==> config.mk <==
export PLATFORM = sky130hd
export DESIGN_NAME = iir_output_conditioner
export DESIGN_NICKNAME = d
export VERILOG_FILES = /design/src/rtl/iir_output_conditioner.sv
export SDC_FILE = /design/constraint.sdc
export NUM_CORES = 1
export LEC_CHECK = 0
export BUFFER_PORTS_ARGS = -buffer_cell sky130_fd_sc_hd__buf_2
export CORE_ASPECT_RATIO = 0.7
export CORE_UTILIZATION = 25
export CTS_CLUSTER_SIZE = 10
export DETAILED_ROUTE_END_ITERATION = 8
export GPL_TIMING_DRIVEN = 0
export SYNTH_ARGS = -nofsm -noshare
export SYNTH_HDL_FRONTEND = slang
export SYNTH_SLANG_ARGS = --single-unit
==> constraint.sdc <==
create_clock -name clk -period 3.9 [get_ports clk]
set_clock_uncertainty 0.1 [all_clocks]
set_input_delay 0.39 -clock clk [delete_from_list [all_inputs] [get_ports clk]]
set_output_delay 0.39 -clock clk [all_outputs]
set_load 0.01 [all_outputs]
==> src/rtl/iir_output_conditioner.sv <==
// Rounds, shifts and saturates 32-bit IIR results to 16 bits, decimates, and buffers them in a show-ahead FIFO.
// Latency: sample accepted at edge t is written to the FIFO at edge t+2; out_valid is seen after that edge.
// Backpressure: none toward the filter; when the FIFO is full, kept samples are dropped and counted in drop_count.
module iir_output_conditioner #(
   parameter int SHIFT      = 15,
   parameter int DECIM      = 1,
   parameter int FIFO_DEPTH = 8
) (
   input  logic               clk,
   input  logic               rst,
   input  logic signed [31:0] in_data,
   input  logic               in_valid,
   output logic signed [15:0] out_data,
   output logic               out_valid,
   input  logic               out_ready,
   output logic        [15:0] sat_count,
   output logic        [15:0] drop_count
);

   localparam int AW = $clog2(FIFO_DEPTH);
   localparam int CW = AW + 1;
   localparam int DW = 5;
   localparam logic signed [32:0] RND     = 33'sd1 <<< (SHIFT - 1);
   localparam logic signed [32:0] SAT_MAX = 33'sd32767;
   localparam logic signed [32:0] SAT_MIN = -33'sd32768;

   // stage 1: rounded sum plus the keep decision taken at acceptance
   logic                 s1_vld;
   logic                 s1_keep;
   logic signed [32:0]   s1_sum;
   logic        [DW-1:0] dec_cnt;

   // stage 2: clamped sample waiting for its FIFO write
   logic                 s2_vld;
   logic signed [15:0]   s2_dat;

   // FIFO storage and bookkeeping
   logic signed [15:0]   mem [FIFO_DEPTH];
   logic        [AW-1:0] wr_ptr;
   logic        [AW-1:0] rd_ptr;
   logic        [CW-1:0] occ;

   logic signed [32:0]   shifted;
   logic signed [15:0]   clamp_dat;
   logic                 sat;
   logic                 s1_fwd;
   logic                 full;
   logic                 push;
   logic                 pop;
   logic                 wr_en;
   logic                 drop;

   // Stage 1 register; data only loads on a new sample so idle cycles leave it untouched
   always_ff @(posedge clk) begin
      if (rst) begin
         s1_vld  <= 1'b0;
         s1_keep <= 1'b0;
         s1_sum  <= '0;
         dec_cnt <= '0;
      end else begin
         s1_vld <= in_valid;
         if (in_valid) begin
            s1_sum  <= {in_data[31], in_data} + RND;
            s1_keep <= (dec_cnt == '0);
            if (dec_cnt == DW'(DECIM - 1)) begin
               dec_cnt <= '0;
            end else begin
               dec_cnt <= dec_cnt + DW'(1);
            end
         end
      end
   end

   // Shift and clamp the rounded sum; flag when the clamp alters the value
   always_comb begin
      shifted   = s1_sum >>> SHIFT;
      clamp_dat = shifted[15:0];
      sat       = 1'b0;
      if (shifted > SAT_MAX) begin
         clamp_dat = 16'sh7FFF;
         sat       = 1'b1;
      end else if (shifted < SAT_MIN) begin
         clamp_dat = -16'sh8000;
         sat       = 1'b1;
      end
   end

   assign s1_fwd = s1_vld & s1_keep;

   // Stage 2 register and saturation counter; discarded samples never reach here
   always_ff @(posedge clk) begin
      if (rst) begin
         s2_vld    <= 1'b0;
         s2_dat    <= '0;
         sat_count <= '0;
      end else begin
         s2_vld <= s1_fwd;
         if (s1_fwd) begin
            s2_dat <= clamp_dat;
            if (sat && (sat_count != 16'hFFFF)) begin
               sat_count <= sat_count + 16'd1;
            end
         end
      end
   end

   // A write into a full FIFO still succeeds when a pop frees a slot on the same edge
   always_comb begin
      full  = (occ == CW'(FIFO_DEPTH));
      push  = s2_vld;
      pop   = out_valid & out_ready;
      wr_en = push & (~full | pop);
      drop  = push & full & ~pop;
   end

   // FIFO storage; contents need no reset since out_data is gated by out_valid
   always_ff @(posedge clk) begin
      if (wr_en) begin
         mem[wr_ptr] <= s2_dat;
      end
   end

   // FIFO pointers, occupancy and drop counter
   always_ff @(posedge clk) begin
      if (rst) begin
         wr_ptr     <= '0;
         rd_ptr     <= '0;
         occ        <= '0;
         drop_count <= '0;
      end else begin
         if (wr_en) begin
            wr_ptr <= wr_ptr + AW'(1);
         end
         if (pop) begin
            rd_ptr <= rd_ptr + AW'(1);
         end
         if (wr_en && !pop) begin
            occ <= occ + CW'(1);
         end else if (pop && !wr_en) begin
            occ <= occ - CW'(1);
         end
         if (drop && (drop_count != 16'hFFFF)) begin
            drop_count <= drop_count + 16'd1;
         end
      end
   end

   // Show-ahead read; a write into an empty FIFO becomes visible only on the next cycle
   always_comb begin
      out_valid = (occ != '0);
      out_data  = out_valid ? mem[rd_ptr] : 16'sd0;
   end

endmodule

==> impl_metrics.json, run 1 <==
{
  "drive_gt1_share_pct": 20.3,
  "place_congestion": 0.815,
  "p_clk_share_pct": 36.1,
  "ys_warn_count": 0,
  "reg2reg_slack_ns": 0.56,
  "cts_setup_buffers": 0,
  "dp.cells": 1266,
  "p_int_w": 0.00413,
  "p_sw_w": 0.00153,
  "pwr-share-comb_pct": 19.6,
  "synth.most_common_cell": "edfxtp_1",
  "pre_cts_slack_ns": 0.224,
  "wl_per_cell_um": 16.4,
  "yosys.area.top_type_share_pct": 42.3,
  "io_pins": 85,
  "cp-end-kind": "output pin",
  "num_vias": 6083,
  "timing.hold.ws_ns": 0.0813,
  "ant_nets": 0,
  "die_width_um": 230,
  "hold_start": "in_data[31]",
  "post_synth_num_cell_types": 49,
  "core_um2": 35800,
  "drt_iter0_markers": 387,
  "grt_pass1_vias": 5840,
  "worst-setup-path-type": "reg -> out",
  "cts_buffer_depth": 3,
  "overflow": 0,
  "hold_depth": 3,
  "pwr-share-seq_pct": 44.3,
  "dp_hpwl_um": 15200,
  "cts_tree": "yes",
  "slew_headroom_pct": 26.9,
  "firstDrtPassIters": 5,
  "area_delta_synth_final_pct": 20.0,
  "start_kind": "flip-flop",
  "hold_viol": 0,
  "fmax_mhz": 296,
  "ys_ff_latch": 215,
  "final.setup.tns_ns": 0,
  "synthArstFlopShare_pct": 0,
  "maxCapViolCount": 0,
  "fin_ws_ns": 0.521,
  "p_per_area_nw_per_um2": 519,
  "clkTransAtPathRegs_ns": 0.06,
  "nNetsFinal": 860,
  "clk_latency_ns": 0.50,
  "root_buffer": "clkbuf_16",
  "routed_wl_um": 21600,
  "worstMarginPinSlew_ns": 1.10,
  "synthTopCellsByArea": "edfxtp_1 (42%), dfxtp_1 (19%), mux4_2 (7.9%), nor2_1 (3.4%), mux2i_1 (2.5%)",
  "critPathMaxFanout": 10,
  "cts_sinks": 215,
  "antenna_found_initial": 5,
  "critPathArrivalTime_ns": 2.89,
  "min_path_type": "in -> reg",
  "cellLeakagePower_nw": 3.64,
  "synth_top_area_cell": "edfxtp_1",
  "grt_start_max_net_pins": 12,
  "synth_common_cells": "edfxtp_1 (128), dfxtp_1 (87), nor2_1 (82), nand2_1 (40), a21oi_1 (37)",
  "synth-edff-count": 128,
  "ys_seq_area_share_pct": 61.5,
  "start_util_pct": 25.3,
  "numCtsBuffers": 25,
  "portBuffers": 68,
  "ff2ff_path_depth": 12,
  "finalSetupViolCount": 0,
  "status": "complete, no violations",
  "synthCells": 709,
  "drc": 0,
  "totalPowerFinal_w": 0.00566,
  "dieArea_um2": 37100,
  "viasPerCell": 4.63,
  "grt_pass1_wl_um": 33900,
  "grt_usage_pct": 11.7,
  "syn_area_um2": 9090,
  "slew_violations": 0,
  "rsz0062_at_grt": "no",
  "instances_no_fill": 1313,
  "timing.final.crit_period_ns": 3.38,
  "whs_endpoint": "s1_sum[31]$_SDFFE_PP0P_",
  "syn_nets": 756,
  "cts-htree-levels": 1,
  "fp-row-count": 58,
  "peakVddDrop_v": 0.000286,
  "min_period_over_period_pct": 86.7,
  "r2r_end": "occ[3]$_SDFFE_PP0P_",
  "chipHeight_um": 162,
  "synth_ff_type": "edfxtp_1",
  "switching_share_pct": 27.1,
  "syn_avg_cell_area_um2": 12.8,
  "required_ns": 3.41,
  "reg2reg_from": "occ[0]$_SDFFE_PP0P_"
}
[metrics by stage]
stage | util, % | instance area, um^2
finish | 30.4 | 10900
global route | 30.4 | 10900
floorplan | - | 9090
global placement | 28.0 | 10000
detailed placement | 28.4 | 10200
CTS | 30.4 | 10900
[layout make-up]
type,instances,area [um^2]
Tap cell,480,601
Buffer,35,133
Sequential cell,215,5590
Inverter,13,48.8
Clock buffer,43,703
Timing Repair Buffer,77,477
Multi-Input combinational cell,446,3350
Antenna cell,4,10.0
Fill cell,3625,24900
[flip-flops by register name, summed over array words and instances (netlist names), 4 cells and up, named ones only]
| register | count |
|---|---|
| mem | 128 |
| dec_cnt | 5 |
| sat_count | 16 |
| occ | 4 |
| drop_count | 16 |
| s2_dat | 16 |
| s1_sum | 18 |
[timing repair]
item	4_1_cts	5_1_grt
resized for setup	0	1
endpoints found under the setup margin	0	1
hold buffers	0	0
[how the worst max path moves through the flow]
stage	startpoint	end	slack, ns	depth (start not counted)
after floorplan	occ[0]$_SDFFE_PP0P_	occ[3]$_SDFFE_PP0P_	0.87	12
after global placement	occ[0]$_SDFFE_PP0P_	mem[0][8]$_DFFE_PP_	-0.17	5
after detailed placement	occ[0]$_SDFFE_PP0P_	occ[3]$_SDFFE_PP0P_	0.22	12
after CTS	occ[0]$_SDFFE_PP0P_	occ[3]$_SDFFE_PP0P_	0.23	12
after global routing	flip-flop	out_data[9]	0.23	6
final	flip-flop	out_data[6]	0.52	6
[routing by layer]
metal  global-route usage (%)  vias to the layer above  part of all wire [%]
met3                     2.70                       37                   5.6
met2                     17.4                      156                    43
li1                         -                     2903                     -
met4                     3.10                        4                   2.2
met1                     16.9                     2983                    49
met5                        0                        -                  0.13
[cells by family (layout without fill, tap and decap cells)]
group / count (synthesis) / in the layout / synth area share, %
simple gates: 239 / 239 / 13.1
flops: 215 / 215 / 61.5
compound gates: 102 / 102 / 7.05
mux: 74 / 74 / 12.8
buf+inv: 48 / 168 / 2.00
xor+xnor: 20 / 20 / 1.93
fa+ha+maj: 11 / 11 / 1.60
other cells: 0 / 4 / 0
[power by group through the flow]
stage               clock network, W  logic [W]  registers [W]
floorplan                          0   0.000751        0.00254
global placement                   0    0.00114        0.00255
detailed placement                 0    0.00115        0.00255
CTS                          0.00209    0.00116        0.00251
global route                 0.00217    0.00125        0.00251
finish                       0.00204    0.00111        0.00251
[cell usage in the layout, fill, tap and decap left out, types with 3 or more instances in the layout]
cell type,instances
edfxtp_1,128
dfxtp_1,87
nor2_1,75
buf_2,69
clkbuf_1,42
nand2_1,40
a21oi_1,37
mux4_2,32
clkbuf_16,25
mux2i_1,23
nand3_1,23
a211oi_1,22
nor2b_1,20
mux2_2,19
o21ai_0,18
nand4_1,13
inv_1,13
or4_1,11
xor2_1,10
xnor2_1,10
ha_1,10
buf_1,9
nor4_1,8
nand2b_1,8
and3_1,8
o31ai_1,7
nor2_2,7
nor3_1,6
buf_8,5
diode_2,4
or3_1,4
a311oi_1,4
and4_1,4
o41ai_1,3
buf_6,3
[critical path, cell delays in order (launching register included)]
cell and delay (ns):
dfxtp_1 0.30, clkbuf_1 0.25, buf_1 0.81, mux4_2 0.59, mux2i_1 0.17, nor2_1 0.08, buf_2 0.17
Note: power is estimated with default switching activity, not from simulation.
==> inputs of run 2 (changes only) <==
--- a/config.mk
+++ b/config.mk
@@ -5,11 +5,11 @@
 export SDC_FILE = /design/constraint.sdc
 export NUM_CORES = 1
 export LEC_CHECK = 0
-export BUFFER_PORTS_ARGS = -buffer_cell sky130_fd_sc_hd__buf_2
 export CORE_ASPECT_RATIO = 0.7
 export CORE_UTILIZATION = 25
 export CTS_CLUSTER_SIZE = 10
 export DETAILED_ROUTE_END_ITERATION = 8
+export DONT_BUFFER_PORTS = 1
 export GPL_TIMING_DRIVEN = 0
 export SYNTH_ARGS = -nofsm -noshare
 export SYNTH_HDL_FRONTEND = slang
==> run 2 against run 1 <==
Effect of this change: via count is 3.7% lower; die area stayed put; worst setup slack worse by 0.046 ns; hold slack worse by 0.061 ns; critical path depth is 6 higher; fmax is 1.4% lower; clock-buffer cell count stayed put; first-iteration DRC count is 19% higher; cell count is 4.4% lower; critical endpoint is now occ[3]$_SDFFE_PP0P_; highest routed layer is now met4.
==> impl_metrics.json, run 2 (synthesis results as in run 1) <==
{
  "num_vias": 5860,
  "slowest_delay_ns": 0.38,
  "core_um2": 35800,
  "mostFrequentLayoutCells": "edfxtp_1 (128), dfxtp_1 (87), nor2_1 (75)",
  "cp_cell_sequence": "or3_1, clkbuf_1, nor2_2, inv_1, nand2_1, ha_1, inv_1, ha_1, a21o_1, a21oi_1, mux2i_1, mux2_2",
  "cp.buffers_inverters": 3,
  "cp-end-kind": "flip-flop",
  "place_congestion": 0.812,
  "cts_buffer_depth": 3,
  "firstDrtPassIters": 5,
  "slew_violations": 0,
  "cp_slowest_cell": "or3_1",
  "cts_tree": "yes",
  "chipHeight_um": 162,
  "nFillCells": 3644,
  "viasPerCell": 4.67,
  "p_per_area_nw_per_um2": 520,
  "cts-htree-levels": 1,
  "clk_latency_ns": 0.51,
  "area_delta_synth_final_pct": 17.7,
  "overflow": 0,
  "dp.cells": 1199,
  "status": "complete, no violations",
  "critPathArrivalTime_ns": 3.73,
  "numCtsBuffers": 25,
  "drt_iter0_markers": 459,
  "timing.final.crit_period_ns": 3.43,
  "diodes": 0,
  "portBuffers": 0,
  "maxCapViolCount": 0,
  "finalSetupViolCount": 0,
  "required_ns": 4.21,
  "grt_pass1_wl_um": 34300,
  "timing.hold.ws_ns": 0.0204,
  "io_pins": 85,
  "root_buffer": "clkbuf_16",
  "grt_start_max_net_pins": 15,
  "cts_sinks": 215,
  "start_kind": "flip-flop",
  "seqCellArea_um2": 5590,
  "die_width_um": 230,
  "dp_hpwl_um": 15500,
  "final_common_cell": "edfxtp_1",
  "largest_register_ffs": 128,
  "drive_gt1_share_pct": 13.0,
  "grt_usage_pct": 11.8,
  "critPathMaxFanout": 8,
  "start_util_pct": 25.3,
  "wl_per_cell_um": 17.6,
  "fmax_mhz": 292,
  "min_path_type": "in -> reg",
  "fp-row-count": 58,
  "rsz0062_at_grt": "no",
  "grt_pass1_vias": 5621,
  "instances_no_fill": 1255,
  "ant_nets": 0,
  "antenna_found_initial": 0,
  "nNetsFinal": 805,
  "top_regs": "mem: 128 flops, s1_sum: 18 flops",
  "routed_wl_um": 22000,
  "hold_viol": 0,
  "slew_headroom_pct": 30.2,
  "cellLeakagePower_nw": 3.36,
  "drc": 0,
  "peakVddDrop_v": 0.000293,
  "worst-setup-path-type": "reg -> reg",
  "dieArea_um2": 37100,
  "worst_path_dominant_cell_family": "simple AND/OR/NAND/NOR gates",
  "clkTransAtPathRegs_ns": 0.06,
  "min_period_over_period_pct": 87.8,
  "top_register": "mem",
  "worstMarginPinSlew_ns": 1.05,
  "multi_input_area_um2": 3350
}
[run 2: worst paths after layout]
path	start	slack, ns	to	cells after the start
worst max-delay path	occ[0]$_SDFFE_PP0P_	0.47	occ[3]$_SDFFE_PP0P_	12
worst min-delay path	in_data[20]	0.02	s1_sum[20]$_SDFFE_PP0P_	2
worst max register to register	occ[0]$_SDFFE_PP0P_	0.47	occ[3]$_SDFFE_PP0P_	12
worst min register to register	s1_sum[17]$_SDFFE_PP0P_	0.38	s1_sum[17]$_SDFFE_PP0P_	2
[run 2: per-layer routing]
| layer | share of wire [%] | wire length, um | global-route usage [%] |
|---|---|---|---|
| met4 | 2.3 | 498 | 3.43 |
| met3 | 4.9 | 1080 | 2.26 |
| met1 | 50 | 11000 | 17.7 |
| met5 | 0 | 0 | 0 |
| met2 | 43 | 9460 | 17.2 |
[run 2: area by class of cell]
| cell class | instances | share of cell area (%) |
|---|---|---|
| clock inverters | 1 | 0.0819 |
| inverters | 13 | 0.456 |
| plain buffers | 35 | 1.24 |
| clock buffers | 43 | 6.48 |
| repair buffers | 22 | 2.62 |
| flip-flops and latches | 215 | 52.2 |
| well taps | 480 | 5.61 |
| multi-input cells | 446 | 31.3 |
[run 2: per-stage QoR]
step	setup slack, ns	area, um^2	util [%]	total power, W	setup TNS (ns)
after global placement	-0.203	9690	27.0	0.00358	-5.66
after floorplan	0.868	9090	-	0.00329	0
final	0.474	10700	29.8	0.00556	0
after global routing	0.148	10700	29.8	0.00583	0
after CTS	0.102	10700	29.8	0.00565	0
after detailed placement	0.116	9870	27.5	0.00360	0
[run 2: power by group]
group	leakage [nW]	switching, W	internal, W	total (W)
logic	1.13	0.000620	0.000389	0.00101
clock network	0.334	0.000852	0.00119	0.00205
registers	1.89	0.0000585	0.00245	0.00251
[run 2: what timing repair did]
action                     in CTS  in global routing
hold buffers                   12                  0
buffers inserted                0                  0
setup endpoints to repair       0                  1
resized for setup               0                  1
hold endpoints to repair       13                  0
==> inputs of run 3 (changes only) <==
--- a/config.mk
+++ b/config.mk
@@ -6,7 +6,7 @@
 export NUM_CORES = 1
 export LEC_CHECK = 0
 export CORE_ASPECT_RATIO = 0.7
-export CORE_UTILIZATION = 25
+export CORE_UTILIZATION = 30
 export CTS_CLUSTER_SIZE = 10
 export DETAILED_ROUTE_END_ITERATION = 8
 export DONT_BUFFER_PORTS = 1
==> run 3 against run 2 <==
Effect of this change: die area down 16%; utilization up 6.2 points; register-to-register slack worse by 0.07 ns; sequential share of layout area up 0.66 points; first-iteration DRC count down 21%; combinational power about the same; cell area down 1.2%; fmax down 2.4%; critical endpoint is now out_data[1]; highest routed layer unchanged; global-route usage up 1.7 points; sequential cell count unchanged; routed wire length down 5.5%; power up 0.47%.
==> impl_metrics.json, run 3 (synthesis results as in run 1) <==
{
  "final.setup.tns_ns": 0,
  "largest_register_ffs": 128,
  "place_congestion": 0.760,
  "p_per_area_nw_per_um2": 529,
  "overflow": 0,
  "required_ns": 3.41,
  "min_period_over_period_pct": 90.0,
  "firstDrtPassIters": 5,
  "hold_start": "in_data[29]",
  "dp_hpwl_um": 14500,
  "drc": 0,
  "slew_headroom_pct": 33.0,
  "totalPowerFinal_w": 0.00559,
  "num_vias": 5778,
  "r2r_end": "occ[3]$_SDFFE_PP0P_",
  "min_path_type": "in -> reg",
  "finalSetupViolCount": 0,
  "worst-setup-path-type": "reg -> out",
  "drive_gt1_share_pct": 13.1,
  "cellLeakagePower_nw": 3.34,
  "mostFrequentLayoutCells": "edfxtp_1 (128), dfxtp_1 (87), nor2_1 (75)",
  "hold_viol": 0,
  "routed_wl_um": 20800,
  "clk_latency_ns": 0.52,
  "cp-end-kind": "output pin",
  "dieArea_um2": 31000,
  "numCtsBuffers": 25,
  "viasPerCell": 4.91,
  "die_width_um": 210,
  "critPathArrivalTime_ns": 3.02,
  "status": "complete, no violations",
  "top_register": "mem",
  "io_pins": 85,
  "reg2reg_from": "occ[0]$_SDFFE_PP0P_",
  "root_buffer": "clkbuf_16",
  "worstMarginPinSlew_ns": 1.00,
  "cts_tree": "yes",
  "maxCapViolCount": 0,
  "slew_violations": 0,
  "rsz0062_at_grt": "no",
  "top_regs": "mem: 128 flops, s1_sum: 18 flops",
  "cts_buffer_depth": 3,
  "ant_nets": 0,
  "whs_endpoint": "s1_sum[30]$_SDFFE_PP0P_",
  "diodes": 0,
  "grt_pass1_wl_um": 32800,
  "nNetsFinal": 802,
  "hold_depth": 2,
  "cts_sinks": 215,
  "area_delta_synth_final_pct": 16.3,
  "critPathMaxFanout": 10,
  "start_kind": "flip-flop",
  "ff2ff_path_depth": 12,
  "timing.final.crit_period_ns": 3.51,
  "antenna_found_initial": 0,
  "grt_pass1_vias": 5743,
  "final_common_cell": "edfxtp_1",
  "reg2reg_slack_ns": 0.40,
  "fp-row-count": 52,
  "nFillCells": 2864,
  "start_util_pct": 31.0,
  "drt_iter0_markers": 362,
  "fmax_mhz": 285,
  "grt_start_max_net_pins": 13,
  "chipHeight_um": 148,
  "clkTransAtPathRegs_ns": 0.05,
  "core_um2": 29300,
  "portBuffers": 0,
  "grt_usage_pct": 13.6,
  "peakVddDrop_v": 0.000339,
  "wl_per_cell_um": 17.7,
  "cts-htree-levels": 1
}
run 3: cell types whose count changed in the layout (fill, tap and decap cells not counted), sizes merged:
cell / delta
buf: -1
dlygate4sd3: -2
clkbuf: -1
run 3: final cells by class:
class	count	area, um^2	share of cell area (%)
Buffer	35	133	1.26
Clock buffer	42	711	6.73
Clock inverter	1	8.76	0.0829
Inverter	13	48.8	0.462
Multi-Input combinational cell	446	3350	31.7
Sequential cell	215	5590	52.9
Tap cell	405	507	4.80
Timing Repair Buffer	19	224	2.12
run 3: repair_timing:
action | in CTS | in global routing
hold endpoints to repair | 10 | 1
gates resized for setup | 1 | 0
hold buffers | 9 | 1
setup buffers | 0 | 0
endpoints found under the setup margin | 1 | 0
run 3: stage by stage:
step	instances	hold slack, ns	util, %	setup WS [ns]	instance area (um^2)
after CTS	1175	0.00460	36.0	0.282	10600
final	1176	0.0230	36.0	0.389	10600
after floorplan	709	0.349	-	0.868	9090
after global placement	1114	0.377	32.7	0.00775	9590
after detailed placement	1123	0.377	33.2	-0.00724	9740
after global routing	1176	0.0197	36.0	0.0822	10600
run 3: worst max-delay path: stages (launching register included):
cell and delay, ns:
dfxtp_1 0.30, clkbuf_1 0.28, buf_1 0.79, mux4_2 0.62, mux2i_1 0.35, nor2_1 0.15
run 3: report_power, final:
part / total, W / internal (W) / switching (W)
combinational: 0.000992 / 0.000389 / 0.000603
sequential: 0.00251 / 0.00245 / 0.0000612
clock: 0.00209 / 0.00123 / 0.000859
run 3: worst max path at each step:
stage                         from                   to  slack, ns  depth (start not counted)
4_1_cts        occ[0]$_SDFFE_PP0P_  occ[3]$_SDFFE_PP0P_       0.28                         12
3_3_place_gp   occ[0]$_SDFFE_PP0P_  occ[3]$_SDFFE_PP0P_      0.008                         12
3_5_place_dp   occ[0]$_SDFFE_PP0P_  occ[3]$_SDFFE_PP0P_     -0.007                         12
6_report                 flip-flop          out_data[1]       0.39                          5
2_1_floorplan  occ[0]$_SDFFE_PP0P_  occ[3]$_SDFFE_PP0P_       0.87                         12
5_1_grt        occ[0]$_SDFFE_PP0P_  occ[3]$_SDFFE_PP0P_       0.08                         12
run 3: metal layers:
metal	global-route usage (%)	share of wire (%)	up-vias
li1	-	-	2779
met3	2.74	6.5	31
met4	2.59	1.4	0
met2	19.8	42	137
met1	20.7	50	2831
met5	0	0	-
